File: config.mk
export PLATFORM = sky130hd
export DESIGN_NAME = sawtooth_period_meter
export DESIGN_NICKNAME = d
export VERILOG_FILES = /design/src/rtl/sawtooth_period_meter.sv
export SDC_FILE = /design/constraint.sdc
export NUM_CORES = 1
export LEC_CHECK = 0
export ABC_AREA = 1
export BUFFER_PORTS_ARGS = -buffer_cell sky130_fd_sc_hd__buf_4
export CELL_PAD_IN_SITES_DETAIL_PLACEMENT = 0
export CELL_PAD_IN_SITES_GLOBAL_PLACEMENT = 1
export CORE_AREA = 2 2 105 127
export CTS_BUF_LIST = sky130_fd_sc_hd__clkbuf_8
export DETAILED_ROUTE_END_ITERATION = 10
export DIE_AREA = 0 0 107 129
export PLACE_DENSITY_LB_ADDON = 0.1
export SLEW_MARGIN = 20
export SYNTH_ARGS = -nofsm -noshare
export SYNTH_HDL_FRONTEND = slang
export SYNTH_SLANG_ARGS = --single-unit
export TNS_END_PERCENT = 50
File: constraint.sdc
create_clock -name clk -period 3.63 [get_ports clk]
set_input_delay 0.5445 -clock clk [delete_from_list [all_inputs] [get_ports clk]]
set_output_delay 0.5445 -clock clk [all_outputs]
set_load 0.01 [all_outputs]
File: src/rtl/sawtooth_period_meter.sv
// Measures sawtooth period, peak and trough from a digitized capacitor voltage.
// A discharge edge is a sample-to-sample fall of at least DROP_TH codes.
module sawtooth_period_meter #(
  parameter int DATA_W  = 10,
  parameter int CNT_W   = 16,
  parameter int DROP_TH = 64,
  parameter int HOLDOFF = 4
) (
  input  logic              clk,
  input  logic              rst,
  input  logic              s_valid,
  input  logic [DATA_W-1:0] s_data,
  output logic              m_valid,
  input  logic              m_ready,
  output logic [CNT_W-1:0]  m_period,
  output logic [DATA_W-1:0] m_peak,
  output logic [DATA_W-1:0] m_trough,
  output logic              m_sat,
  output logic              overrun,
  output logic              locked
);

  localparam int HOLD_W = (HOLDOFF > 0) ? $clog2(HOLDOFF + 1) : 1;
  localparam logic [HOLD_W-1:0] HOLD_LOAD = HOLD_W'(HOLDOFF);
  localparam logic [DATA_W:0]   DROP_V    = (DATA_W + 1)'(DROP_TH);
  localparam logic [CNT_W-1:0]  CNT_MAX   = '1;

  // SEEK: wait for first edge | HOLD: edges blocked | RAMP: measuring a cycle
  typedef enum logic [1:0] {SEEK, HOLD, RAMP} state_t;

  state_t              state_q, state_d;
  logic [DATA_W-1:0]   prev_q, prev_d;
  logic                prev_vld_q, prev_vld_d;
  logic [HOLD_W-1:0]   hold_q, hold_d;
  logic [CNT_W-1:0]    cnt_q, cnt_d;
  logic                sat_q, sat_d;
  logic [DATA_W-1:0]   peak_q, peak_d;
  logic [DATA_W-1:0]   trough_q, trough_d;
  logic                m_valid_q, m_valid_d;
  logic [CNT_W-1:0]    m_period_q, m_period_d;
  logic [DATA_W-1:0]   m_peak_q, m_peak_d;
  logic [DATA_W-1:0]   m_trough_q, m_trough_d;
  logic                m_sat_q, m_sat_d;
  logic                overrun_q, overrun_d;
  logic                locked_q, locked_d;

  logic [DATA_W:0] drop;
  logic            is_edge;
  logic            open_cyc;
  logic            track;
  logic            emit;

  assign drop    = {1'b0, prev_q} - {1'b0, s_data};
  assign is_edge = prev_vld_q && (prev_q > s_data) && (drop >= DROP_V);

  always_comb begin
    state_d    = state_q;
    prev_d     = prev_q;
    prev_vld_d = prev_vld_q;
    hold_d     = hold_q;
    cnt_d      = cnt_q;
    sat_d      = sat_q;
    peak_d     = peak_q;
    trough_d   = trough_q;
    m_valid_d  = m_valid_q;
    m_period_d = m_period_q;
    m_peak_d   = m_peak_q;
    m_trough_d = m_trough_q;
    m_sat_d    = m_sat_q;
    overrun_d  = overrun_q;
    locked_d   = locked_q;
    open_cyc   = 1'b0;
    track      = 1'b0;
    emit       = 1'b0;

    if (s_valid) begin
      prev_d     = s_data;
      prev_vld_d = 1'b1;
      case (state_q)
        SEEK: if (is_edge) begin
          open_cyc = 1'b1;
          locked_d = 1'b1;
        end
        HOLD: begin
          track  = 1'b1;
          hold_d = hold_q - HOLD_W'(1);
          if (hold_q <= HOLD_W'(1)) state_d = RAMP;
        end
        RAMP: if (is_edge) begin
          open_cyc = 1'b1;
          emit     = 1'b1;
        end else begin
          track = 1'b1;
        end
        default: state_d = SEEK;
      endcase
    end

    if (open_cyc) begin
      cnt_d    = CNT_W'(1);
      sat_d    = 1'b0;
      peak_d   = s_data;
      trough_d = s_data;
      hold_d   = HOLD_LOAD;
      state_d  = (HOLDOFF == 0) ? RAMP : HOLD;
    end

    if (track) begin
      if (cnt_q == CNT_MAX) sat_d = 1'b1;
      else                  cnt_d = cnt_q + CNT_W'(1);
      if (s_data > peak_q)   peak_d   = s_data;
      if (s_data < trough_q) trough_d = s_data;
    end

    // A fresh result always wins over a pending one; the loss is flagged only if unaccepted.
    if (emit) begin
      m_valid_d  = 1'b1;
      m_period_d = cnt_q;
      m_peak_d   = peak_q;
      m_trough_d = trough_q;
      m_sat_d    = sat_q;
      if (m_valid_q && !m_ready) overrun_d = 1'b1;
    end else if (m_valid_q && m_ready) begin
      m_valid_d = 1'b0;
    end
  end

  always_ff @(posedge clk or posedge rst) begin
    if (rst) begin
      state_q    <= SEEK;
      prev_q     <= '0;
      prev_vld_q <= 1'b0;
      hold_q     <= '0;
      cnt_q      <= '0;
      sat_q      <= 1'b0;
      peak_q     <= '0;
      trough_q   <= '0;
      m_valid_q  <= 1'b0;
      m_period_q <= '0;
      m_peak_q   <= '0;
      m_trough_q <= '0;
      m_sat_q    <= 1'b0;
      overrun_q  <= 1'b0;
      locked_q   <= 1'b0;
    end else begin
      state_q    <= state_d;
      prev_q     <= prev_d;
      prev_vld_q <= prev_vld_d;
      hold_q     <= hold_d;
      cnt_q      <= cnt_d;
      sat_q      <= sat_d;
      peak_q     <= peak_d;
      trough_q   <= trough_d;
      m_valid_q  <= m_valid_d;
      m_period_q <= m_period_d;
      m_peak_q   <= m_peak_d;
      m_trough_q <= m_trough_d;
      m_sat_q    <= m_sat_d;
      overrun_q  <= overrun_d;
      locked_q   <= locked_d;
    end
  end

  assign m_valid  = m_valid_q;
  assign m_period = m_period_q;
  assign m_peak   = m_peak_q;
  assign m_trough = m_trough_q;
  assign m_sat    = m_sat_q;
  assign overrun  = overrun_q;
  assign locked   = locked_q;

endmodule

Yosys cells after proc, flatten, opt, wreduce, memory -nomap -nowiden
Cells that the tools add are included.
W data, S select, Z words.
Operators by class
  mux-type cells: 29
  $add $sub $neg: 3
  equal/unequal tests: 5
  order comparisons: 5
  reductions and logical operators: 14
Operators by type and width (count)
  $mux W10: 6
  $mux W16: 3
  $gt A10 B10 Y1: 2
  $add A16 B1 Y16 const B: 1
  $eq A16 B16 Y1 const B: 1
  $mux W1: 12
  $ge A11 B7 Y1 const B: 1
  $sub A10 B10 Y11: 1
  $lt A10 B10 Y1: 1
  $mux W3: 3
  $mux W2: 3
  $reduce_and A3 Y1: 2
  $reduce_bool A2 Y1: 3
  $logic_and A1 B1 Y1: 4
  $pmux W2 S2: 1
  $reduce_and A2 Y1: 2
  $le A3 B1 Y1 const B: 1
  $ne A3 B3 Y1 const B: 1
  $sub A3 B1 Y3 const B: 1
  $eq A2 B1 Y1 const B: 1
  $eq A2 B2 Y1 const B: 1
  $logic_not A2 Y1: 1
  $ne A2 B1 Y1 const B: 1
  $pmux W1 S2: 1
  other kinds (2): 2
Storage, ports and cells
  word-level logic and storage cells: 71
  bits of input ports: 14
  flip-flop bits (word level): 93
  output and inout port bits: 40

Logic depth before layout (Yosys ltp)
Gate-level depths: netlist of the first run.
  depth in word-level cells: 9
  depth in mapped cells: 20
  gate-level depth less buffers: 19

Worst setup path before layout of the first run
No wires, ideal clock.
  kind: input to register
  from: input s_data[6]
  to: register peak_q[0]
  data arrival time: 2254 ps
  setup time: 120 ps
  required time: 3510 ps
  setup slack: 1256 ps
  stages on the path: 17
  path buffers: 1
  path through: inv_1 -> ha_1 -> nand2_1 -> inv_1 -> a21oi_1 -> nand2_1 -> nand2_1 -> nand2_1 -> nor2_2 -> nand3_2 -> nand2_2 -> nand2_2 -> nand2_4 -> nand4_2 -> buf_2 -> nand2_1 -> o21ai_2
Between the ends
  cells in the longest elaborated chain, start to end: 9
  elaborated cells on any way between the ends: 15
  those cells by class: 1 x add/sub; 3 x order compare; 9 x mux; 2 x reduce/logical
RTL lines
  start: declaration: RTL line 12  | input logic [DATA_W-1:0] s_data,
  $sub A10 B10 Y11 / $gt A10 B10 Y1 (equally long branches): RTL line 53, 54
  $ge A11 B7 Y1 / $logic_and A1 B1 Y1 (equally long branches): RTL line 54  | assign is_edge = prev_vld_q && (prev_q > s_data) && (drop >= DROP_V);
  $logic_and A1 B1 Y1: RTL line 54
  $mux W1: RTL line 80, 89
  $mux W1
  $mux W1: RTL line 76  | if (s_valid) begin
  $mux W10: RTL line 99  | if (open_cyc) begin
  $mux W10: RTL line 111  | if (s_data > peak_q) peak_d = s_data;
  $mux W10 *: RTL line 108  | if (track) begin
  net peak_d[0]: RTL line 37  | logic [DATA_W-1:0] peak_q, peak_d;
  end signal: assignment: RTL line 152  | peak_q <= peak_d;
  end: declaration: RTL line 37
Mark *: on every way through the listed nets, which the timed path passes. The rest lies on a longest branch.
A chain may end at the register's enable or synchronous reset.

Worst setup path after layout of the first run
  from: input s_data[6]
  to: register peak_q[6]
The elaborated chain is that of the path after synthesis.

==> results by group, run 1 <==
Yosys
  • Syn Inst Count: 717
  • Flops & latches, synth: 93
  • Cell with the most instances after synthesis: nand2_1
  • Synth top cells by count: 244 x nand2_1, 93 x dfrtp_1, 92 x inv_1
  • Sequential area share after synthesis: 40.9%
  • Post-synth ARST share: 100%
  • Post-synth EDFFs: 0
  • Most used DFF post-synth: dfrtp_1
  • Synth area leader: dfrtp_1
  • Synth warn: 0
  • Yosys cell types: 43
  • Synthesized area: 5690 um^2
  • Synthesized net count: 766
  • Synth top area share: 40.9%
  • Syn_area_per_cell: 7.93 um^2
  • Largest cells by area after synthesis: dfrtp_1 41%, nand2_1 16%, ha_1 7.5%, o21ai_2 6.6%, inv_1 6.1%

Place
  • # placed instances: 915
  • DP Wirelength: 8.95 mm
  • Port Buf Inserts: 53
  • Cell Area, Placed: 6160 um^2
  • RePlAce Congestion: 0.791

Critical path
  • Most Frequent Cell on Critical Path: nand2_1
  • Critical path's slowest cell: nand4_2
  • CP required: 3870 ps
  • Crit path depth: 17
  • Worst Setup End Kind: flop
  • Startpoint types: primary input
  • Crit-path max cell delay: 450 ps
  • Crit path DAT: 3000 ps
  • Cell Chain, Critical Path: buf_4 -> inv_1 -> ha_1 -> nand2_1 -> inv_1 -> a21oi_1 -> nand2_1 -> nand2_1 -> nand2_1 -> nor2_2 -> nand3_2 -> nand2_2 -> nand2_2 -> nand2_4 -> nand4_2 -> nand2_1 -> o21ai_2
  • CP delay by family, top: simple AND/OR/NAND/NOR gates
  • Crit path max fanout: 20
  • WP buf/inv: 3
  • CP Class: in2reg
  • Worst Reg-to-Reg Cells: 15

Clocking
  • Post-CTS Setup Inserts: 0
  • Clk root buf: clkbuf_8
  • H-tree levels: 3
  • Hold-fix buffers, CTS: 0
  • CTS tree: built
  • Total CTS buffers: 9
  • Cts repair resizes: 0
  • Longest Clk Path Bufs: 2
  • # clock sinks: 93
  • Clk slew on worst S/H paths: 90 ps
  • Clk Latency, worst-skew pair: 360 ps

Finish
  • Diodes inserted: 0
  • Final Non-Filler Cells: 930
  • Net count, final: 811
  • Area grow syn2layout: 12.0%
  • Design Area, Final: 6370 um^2
  • Fin util: 50.7%
  • Layout fillers: 1265
  • Proportion of layout cells with a drive suffix above 1: 17.6%

Route
  • Routed vias/inst: 4.98
  • Drt wl/cell: 13.1 um
  • Routed WL: 12.2 mm
  • Iter 0 DRT Violations: 282
  • DRT antenna net count: 0
  • DRC Markers: 0
  • Pre-antenna DRT Iters: 4
  • Vias: 4628

Timing
  • Slew @ Worst Pin: 675 ps
  • FMAX: 362 MHz
  • Fin Hold WS: 271 ps
  • Slew margin rel.: 54.9%
  • Final hold vios: 0
  • Final Cycle Share: 76.0%
  • TNS Setup: 0 ps
  • Final-report setup violation count: 0
  • Tmin final: 2760 ps
  • RSZ-0062 raised after global routing: false
  • Final Max Tran Viols: 0
  • Clock Skews: 9.08 ps

Global routing
  • GRT met1 Usage: 26.3%
  • Vias in the first global route: 4355
  • Gr ovfl total: 0
  • GRT busiest layer: met2
  • Met2 Usage GRT: 30.3%
  • Largest net degree at the start of global routing: 94
  • GRT Util Overall: 18.8%
  • GR Layer Usage met3: 2.18%
  • Initial antenna violation count: 0
  • First-pass GRT wire length: 20.7 mm

Floorplanning
  • Die H: 129 um
  • Die W: 107 um
  • FP Rows: 45
  • Initial core utilization: 45.3%
  • Io pins: 54
  • Die footprint: 13800 um^2
  • Core ar.: 12600 um^2

Flow run
  • Total of max-cap violations: 0

Power and ir drop
  • Worst VDD drop: 307 uV
  • Pwr dens: 624 nW/um^2
  • Leakage: 3.26 nW

Status
  • Status: finished, final reports clean

Hold path
  • Worst hold path class: in2async
[flip-flops by register name (all words and copies together), names as in the netlist]
| register | flops |
|---|---|
| trough_q | 10 |
| overrun | 1 |
| peak_q | 10 |
| sat_q | 1 |
| locked | 1 |
| cnt_q | 16 |
| hold_q | 3 |
| m_sat | 1 |
| m_period | 16 |
| m_valid | 1 |
| m_trough | 10 |
| prev_vld_q | 1 |
| state_q | 2 |
| prev_q | 10 |
| m_peak | 10 |
[cells by family after synthesis]
kind of cell             synth area share (%)
AND/OR/NAND/NOR                          24.3
AO/OA/AOI/OAI                            14.5
buffers and inverters                    10.5
flip-flops                               40.9
adder cells (fa/ha/maj)                  7.83
XOR/XNOR                                 2.00
[placed cells by master, fill, tap and decap left out, types with 3 or more instances in the layout]
cell,count
o21ai_1,21
nand4_1,3
nor2_2,4
o21ai_0,39
buf_12,3
o21ai_2,43
buf_4,57
nor3_1,6
ha_1,34
xor2_1,12
clkbuf_8,10
dfrtp_1,93
nand3_1,36
a21oi_1,14
nor2_1,20
clkinv_2,3
nand2_1,244
inv_1,92
[report_power, final]
group          switching (W)  internal (W)  leakage, nW  total (W)
combinational        0.00104      0.000696         1.96    0.00174
sequential          0.000152       0.00133         1.19    0.00148
clock               0.000357      0.000400        0.110   0.000756
[worst register-to-register path, cell delays in order (launching register included)]
cell and delay [ps]:
dfrtp_1 330, inv_1 50, ha_1 200, fa_1 420, nor2_1 120, o21ai_1 80
nand3_1 90, nand2_1 60, nor2_2 90, nand3_2 140, nand2_2 100, nand2_2 60
nand2_4 70, nand4_2 450, nand2_1 240, o21ai_2 70
[worst paths after layout]
kind	start	to	slack, ps
max in group asynchronous	rst	trough_q[4]	2950
max reg2reg	prev_q[0]	peak_q[6]	940
min	rst	m_peak[5]	270
min reg2reg	prev_vld_q	prev_vld_q	460
max	s_data[6]	peak_q[6]	870
min in group clk	m_ready	overrun	370
[through the flow]
step,worst slack [ps],power [W]
4_1_cts,882,0.00402
5_1_grt,564,0.00433
6_report,870,0.00398
2_1_floorplan,665,0.00275
3_5_place_dp,502,0.00326
3_3_place_gp,501,0.00321
[metal layers]
metal  up-vias  share of wire (%)
li1       2379                  -
met1      2155                 50
met2        82                 45
met5         -                  0
met3        12                3.9
met4         0                1.5
[final cells by class]
class | instances | area (um^2) | area share (%)
timing repair buffer | 60 | 488 | 7.66
clock buffer | 10 | 138 | 2.16
multi-input combinational | 501 | 2760 | 43.4
clock inverter | 5 | 76.3 | 1.20
sequential | 93 | 2330 | 36.5
inverter | 97 | 372 | 5.83
tap | 164 | 205 | 3.22
Power figures use the tool's default switching activity.
==> inputs of run 2 (changes only) <==
clock period = 2.7 ns   (was 3.63 ns; I/O delays follow)
==> run 2 against run 1 <==
  * Wire length grew 6.0%
  * Combinational power increased by 40%
  * Non-clock buffer count grew 14
  * First-iteration DRC count is 9.2% higher
  * Clock skew up 3.1 ps
  * Count of clock-buffer cells in the layout stayed put
  * Critical endpoint is now cnt_q[3]
  * Clock power up 18%
==> results by group, run 2 (synthesis results as in run 1) <==
Floorplanning
  • Initial core utilization: 45.3% (unchanged)
  • Die W: 107 um (unchanged)
  • FP Rows: 45 (unchanged)
  • Core ar.: 12600 um^2 (unchanged)
  • Die H: 129 um (unchanged)
  • Io pins: 54 (unchanged)
  • Die footprint: 13800 um^2 (unchanged)

Clocking
  • Cts repair resizes: 0 (unchanged)
  • CTS tree: built
  • Clk Latency, worst-skew pair: 380 ps (+20 ps)
  • Hold-fix buffers, CTS: 0 (unchanged)
  • Clk root buf: clkbuf_8
  • Clk slew on worst S/H paths: 100 ps (about the same)
  • H-tree levels: 3 (unchanged)
  • Total CTS buffers: 9 (unchanged)
  • # clock sinks: 93 (unchanged)
  • Longest Clk Path Bufs: 2 (unchanged)
  • Post-CTS Setup Inserts: 0 (unchanged)

Critical path
  • Critical path's slowest cell: fa_1
  • Startpoint types: flop
  • CP Class: reg2reg
  • Crit path max fanout: 40 (+100%)
  • Worst Setup End Kind: flop
  • Crit path DAT: 2740 ps (-260 ps)
  • CP required: 3010 ps (-860 ps)
  • Cell Chain, Critical Path: inv_1 -> ha_1 -> fa_1 -> nor2_1 -> o21ai_1 -> nand3_1 -> nand2_1 -> nor2_2 -> nand3_2 -> nand2_2 -> nand2_2 -> nand2_4 -> nand2_4 -> inv_6 -> nand2_1 -> o21ai_2
  • Crit-path max cell delay: 420 ps (-30 ps)

Route
  • DR WL met3: 468 um (-2.1%)
  • Routed vias/inst: 4.94 (-0.74%)
  • DRC Markers: 0 (unchanged)
  • Drt wl/cell: 13.6 um (+4.3%)
  • Routed WL: 12.9 mm (+6.0%)
  • DRT antenna net count: 0 (unchanged)
  • Top layer in use: met4
  • Vias: 4668 (+0.86%)
  • Pre-antenna DRT Iters: 5 (+1)
  • Routed wl met2: 5.77 mm (+5.6%)
  • DRT met1 WL: 6.47 mm (+7.2%)
  • Iter 0 DRT Violations: 308 (+9.2%)

Timing
  • Final WS setup: 271 ps (-599 ps)
  • Final Max Tran Viols: 0 (unchanged)
  • Slew @ Worst Pin: 651 ps (-23.9 ps)
  • FMAX: 412 MHz
  • Tmin final: 2430 ps
  • Final-report setup violation count: 0 (unchanged)
  • TNS Setup: 0 ps (unchanged)
  • RSZ-0062 raised after global routing: false
  • Slew margin rel.: 56.5% (+1.6 points)
  • Final hold vios: 0 (unchanged)
  • Clock Skews: 12.2 ps (+3.11 ps)
  • Final Cycle Share: 90.0%
  • Fin Hold WS: 155 ps (-116 ps)

Place
  • Dpl ws: 31.1 ps (-471 ps)
  • DP Wirelength: 9.36 mm (+4.5%)
  • Port Buf Inserts: 53 (unchanged)
  • RePlAce Congestion: 0.843 (+6.6%)
  • Cell Area, Placed: 6310 um^2 (+2.6%)

Finish
  • Multi-input logic area: 2760 um^2 (unchanged)
  • Layout fillers: 1240 (-2.0%)
  • Net count, final: 825 (+1.7%)
  • Register area: 2330 um^2 (unchanged)
  • Design Area, Final: 6500 um^2 (+2.0%)
  • Leading cell type in the layout, fill and taps excluded: nand2_1
  • Area grow syn2layout: 14.3%
  • Diodes inserted: 0 (unchanged)
  • Most frequent cells in the layout: 244 x nand2_1, 93 x dfrtp_1, 91 x inv_1
  • Proportion of layout cells with a drive suffix above 1: 19.3% (+1.7 points)

Hold path
  • Worst hold path class: in2async

Power and ir drop
  • Final Power: 0.00532 W (+34%)
  • Leakage: 3.32 nW (+1.8%)
  • Pwr dens: 819 nW/um^2 (+31%)
  • Worst VDD drop: 428 uV (+39%)

Global routing
  • Gr ovfl total: 0 (unchanged)
  • First-pass GRT wire length: 21.7 mm (+4.7%)
  • GRT Util Overall: 19.8% (+0.98 points)
  • Largest net degree at the start of global routing: 94 (unchanged)
  • Initial antenna violation count: 0 (unchanged)
  • Vias in the first global route: 4453 (+2.3%)

Flow run
  • Total of max-cap violations: 0 (unchanged)

Status
  • Status: finished, final reports clean
-- run 2: worst max-delay path: cells and delay by family (launching register included) --
family	cells	cell delay, ps
and+or+nand+nor	10	950
DFF	1	330
adders and majority gates	2	620
buffers and inverters	2	320
AOI/OAI and AO/OA	2	150
-- run 2: path summary, 6_finish.rpt --
kind | from | end | slack, ps | cells past startpoint
max in group asynchronous | rst | prev_q[6] | 2140 | 3
setup reg to reg | prev_q[0] | cnt_q[3] | 270 | 16
hold / removal | rst | m_peak[2] | 160 | 3
setup / recovery | prev_q[0] | cnt_q[3] | 270 | 16
min in group clk | m_ready | overrun | 220 | 2
hold reg to reg | prev_vld_q | prev_vld_q | 450 | 2
-- run 2: per-stage QoR --
| stage | cells | utilization, % |
|---|---|---|
| floorplan | 717 | - |
| global placement | 929 | 50.3 |
| detailed placement | 929 | 50.3 |
| CTS | 945 | 51.7 |
| global route | 945 | 51.7 |
| finish | 945 | 51.7 |
-- run 2: cell type report --
class | count | area share [%]
clock buffer | 10 | 2.12
clock inverter | 6 | 0.693
multi-input combinational | 501 | 42.5
sequential | 93 | 35.8
inverter | 97 | 5.76
timing repair buffer | 74 | 9.90
tap | 164 | 3.16
-- run 2: report_power, final --
group | internal (W) | switching, W
Sequential | 0.00179 | 0.000210
Combinational | 0.000983 | 0.00144
Clock | 0.000365 | 0.000530
Total | 0.00314 | 0.00218
-- run 2: metal layers --
| metal | global-route usage (%) | vias to the layer above |
|---|---|---|
| li1 | - | 2403 |
| met1 | 28.4 | 2161 |
| met2 | 30.9 | 88 |
| met3 | 2.99 | 16 |
| met4 | 5.96 | 0 |
| met5 | 0 | - |
==> inputs of run 3 (changes only) <==
CORE_AREA = 2 2 97 137   (was 2 2 105 127)
DIE_AREA = 0 0 99 139   (was 0 0 107 129)
==> run 3 against run 2 <==
  * Sequential share of layout area shrank 0.43 points
  * Utilization grew 0.58 points
  * Wire length grew 2.6%
  * Fmax grew 1.1%
  * First-iteration DRC count shrank 32%
  * Hold slack gained 20 ps
  * Sequential power is essentially flat
  * Cell area grew 1.2%
  * Largest cell class unchanged
  * Highest routed layer unchanged
==> results by group, run 3 (synthesis results as in run 1) <==
Status
  • Status: finished, final reports clean

Timing
  • Final Max Tran Viols: 0 (unchanged)
  • Final Cycle Share: 89.0% (-1.0 points)
  • Final hold vios: 0 (unchanged)
  • Tmin final: 2400 ps (-27.3 ps)
  • RSZ-0062 raised after global routing: false
  • Final-report setup violation count: 0 (unchanged)
  • TNS Setup: 0 ps (unchanged)
  • FMAX: 416 MHz (+1.1%)
  • Fin Hold WS: 175 ps (+19.6 ps)
  • Clock Skews: 13.6 ps (+1.41 ps)
  • Slew margin rel.: 66.3% (+9.7 points)
  • Slew @ Worst Pin: 506 ps (-145 ps)

Critical path
  • Crit path max fanout: 11 (-73%)
  • Most Frequent Cell on Critical Path: nand2_1
  • Crit path DAT: 2660 ps (-80 ps)
  • Crit-path max cell delay: 390 ps (-30 ps)
  • Worst Reg-to-Reg Cells: 16 (unchanged)
  • Cell Chain, Critical Path: ha_1 -> nand2_1 -> inv_1 -> a21oi_1 -> nand3_1 -> nand2_1 -> nand2_1 -> nand3_2 -> nand3_4 -> nor2_2 -> buf_12 -> nand2_1 -> nand3_1 -> nand2_1 -> nand2_1 -> nand2_1
  • Critical path's slowest cell: dfrtp_1
  • Startpoint types: flop
  • CP required: 2960 ps (-50 ps)
  • Worst Setup End Kind: flop
  • CP Class: reg2reg

Power and ir drop
  • Pwr dens: 825 nW/um^2 (+0.78%)
  • Leakage: 3.37 nW (+1.6%)
  • Worst VDD drop: 330 uV (-23%)

Clocking
  • Cts repair resizes: 0 (unchanged)
  • H-tree levels: 3 (unchanged)
  • Post-CTS Setup Inserts: 0 (unchanged)
  • Longest Clk Path Bufs: 2 (unchanged)
  • Total CTS buffers: 9 (unchanged)
  • Clk Latency, worst-skew pair: 360 ps (-20 ps)
  • # clock sinks: 93 (unchanged)
  • Hold-fix buffers, CTS: 0 (unchanged)
  • Clk root buf: clkbuf_8
  • Clk slew on worst S/H paths: 100 ps (about the same)
  • CTS tree: built

Floorplanning
  • Die footprint: 13800 um^2 (-0.30%)
  • Io pins: 54 (unchanged)
  • Core ar.: 12600 um^2 (about the same)
  • Initial core utilization: 45.2% (about the same)
  • FP Rows: 49 (+8.9%)
  • Die H: 139 um (+7.8%)
  • Die W: 99 um (-7.5%)

Finish
  • Fin util: 52.3% (+0.58 points)
  • Most frequent cells in the layout: 244 x nand2_1, 93 x dfrtp_1, 91 x inv_1
  • Layout fillers: 1243 (+0.24%)
  • Leading cell type in the layout, fill and taps excluded: nand2_1
  • Multi-input logic area: 2760 um^2 (unchanged)
  • Diodes inserted: 0 (unchanged)
  • Register area: 2330 um^2 (unchanged)
  • Net count, final: 832 (+0.85%)
  • Proportion of layout cells with a drive suffix above 1: 20.1% (+0.72 points)
  • Area grow syn2layout: 15.6%

Route
  • DRT antenna net count: 0 (unchanged)
  • Routed WL: 13.2 mm (+2.6%)
  • Routed vias/inst: 5.01 (+1.5%)
  • Iter 0 DRT Violations: 209 (-32%)
  • Pre-antenna DRT Iters: 4 (-1)
  • Vias: 4718 (+1.1%)
  • Drt wl/cell: 14.0 um (+3.0%)
  • DRC Markers: 0 (unchanged)

Hold path
  • Worst hold path class: in2async

Global routing
  • Gr ovfl total: 0 (unchanged)
  • First-pass GRT wire length: 22.5 mm (+3.6%)
  • GRT Util Overall: 20.1% (+0.39 points)
  • Initial antenna violation count: 0 (unchanged)
  • Largest net degree at the start of global routing: 94 (unchanged)
  • Vias in the first global route: 4611 (+3.5%)

Flow run
  • Total of max-cap violations: 0 (unchanged)

Place
  • Port Buf Inserts: 53 (unchanged)
  • RePlAce Congestion: 0.808 (-4.2%)
  • DP Wirelength: 10.0 mm (+7.2%)
-- run 3: worst max-delay path, delay by kind of cell (launching register included) --
| family | cells | cell delay, ps |
|---|---|---|
| and+or+nand+nor | 12 | 1130 |
| DFF | 1 | 390 |
| buffers and inverters | 2 | 200 |
| adders and majority gates | 1 | 350 |
| AOI/OAI and AO/OA | 1 | 230 |
-- run 3: routing by layer --
metal / up-vias / wire, um / global-route usage (%)
met4: 0 / 244 / 6.63
met1: 2223 / 5850 / 25.6
met2: 62 / 6780 / 34.9
met5: - / 0 / 0
met3: 14 / 340 / 2.92
li1: 2419 / - / -
-- run 3: report_power, final --
part | internal (W) | switching (W)
sequential | 0.00179 | 0.000219
clock | 0.000432 | 0.000521
combinational | 0.00102 | 0.00145
total | 0.00324 | 0.00219
-- run 3: through the flow --
step	std cells	power [W]	setup WS [ps]	area, um^2
after detailed placement	925	0.00452	72.1	6380
after global routing	941	0.00592	81.4	6580
after floorplan	717	0.00370	466	5690
final	941	0.00543	298	6580
after CTS	941	0.00550	264	6580
after global placement	925	0.00444	122	6380
-- run 3: final timing paths --
path                            start           to  slack [ps]
setup / recovery            prev_q[8]  trough_q[3]         300
hold / removal                    rst    m_peak[5]         170
setup reg to reg            prev_q[8]  trough_q[3]         300
hold reg to reg            prev_vld_q   prev_vld_q         470
max in group asynchronous         rst    peak_q[9]        2140
min in group clk              m_ready      overrun         230
-- run 3: cell type report --
cell class | instances | share of cell area [%]
Multi-Input combinational cell | 501 | 42.0
Sequential cell | 93 | 35.4
Timing Repair Buffer | 81 | 11.0
Inverter | 97 | 5.69
Tap cell | 153 | 2.91
Clock buffer | 9 | 1.88
Clock inverter | 7 | 1.12
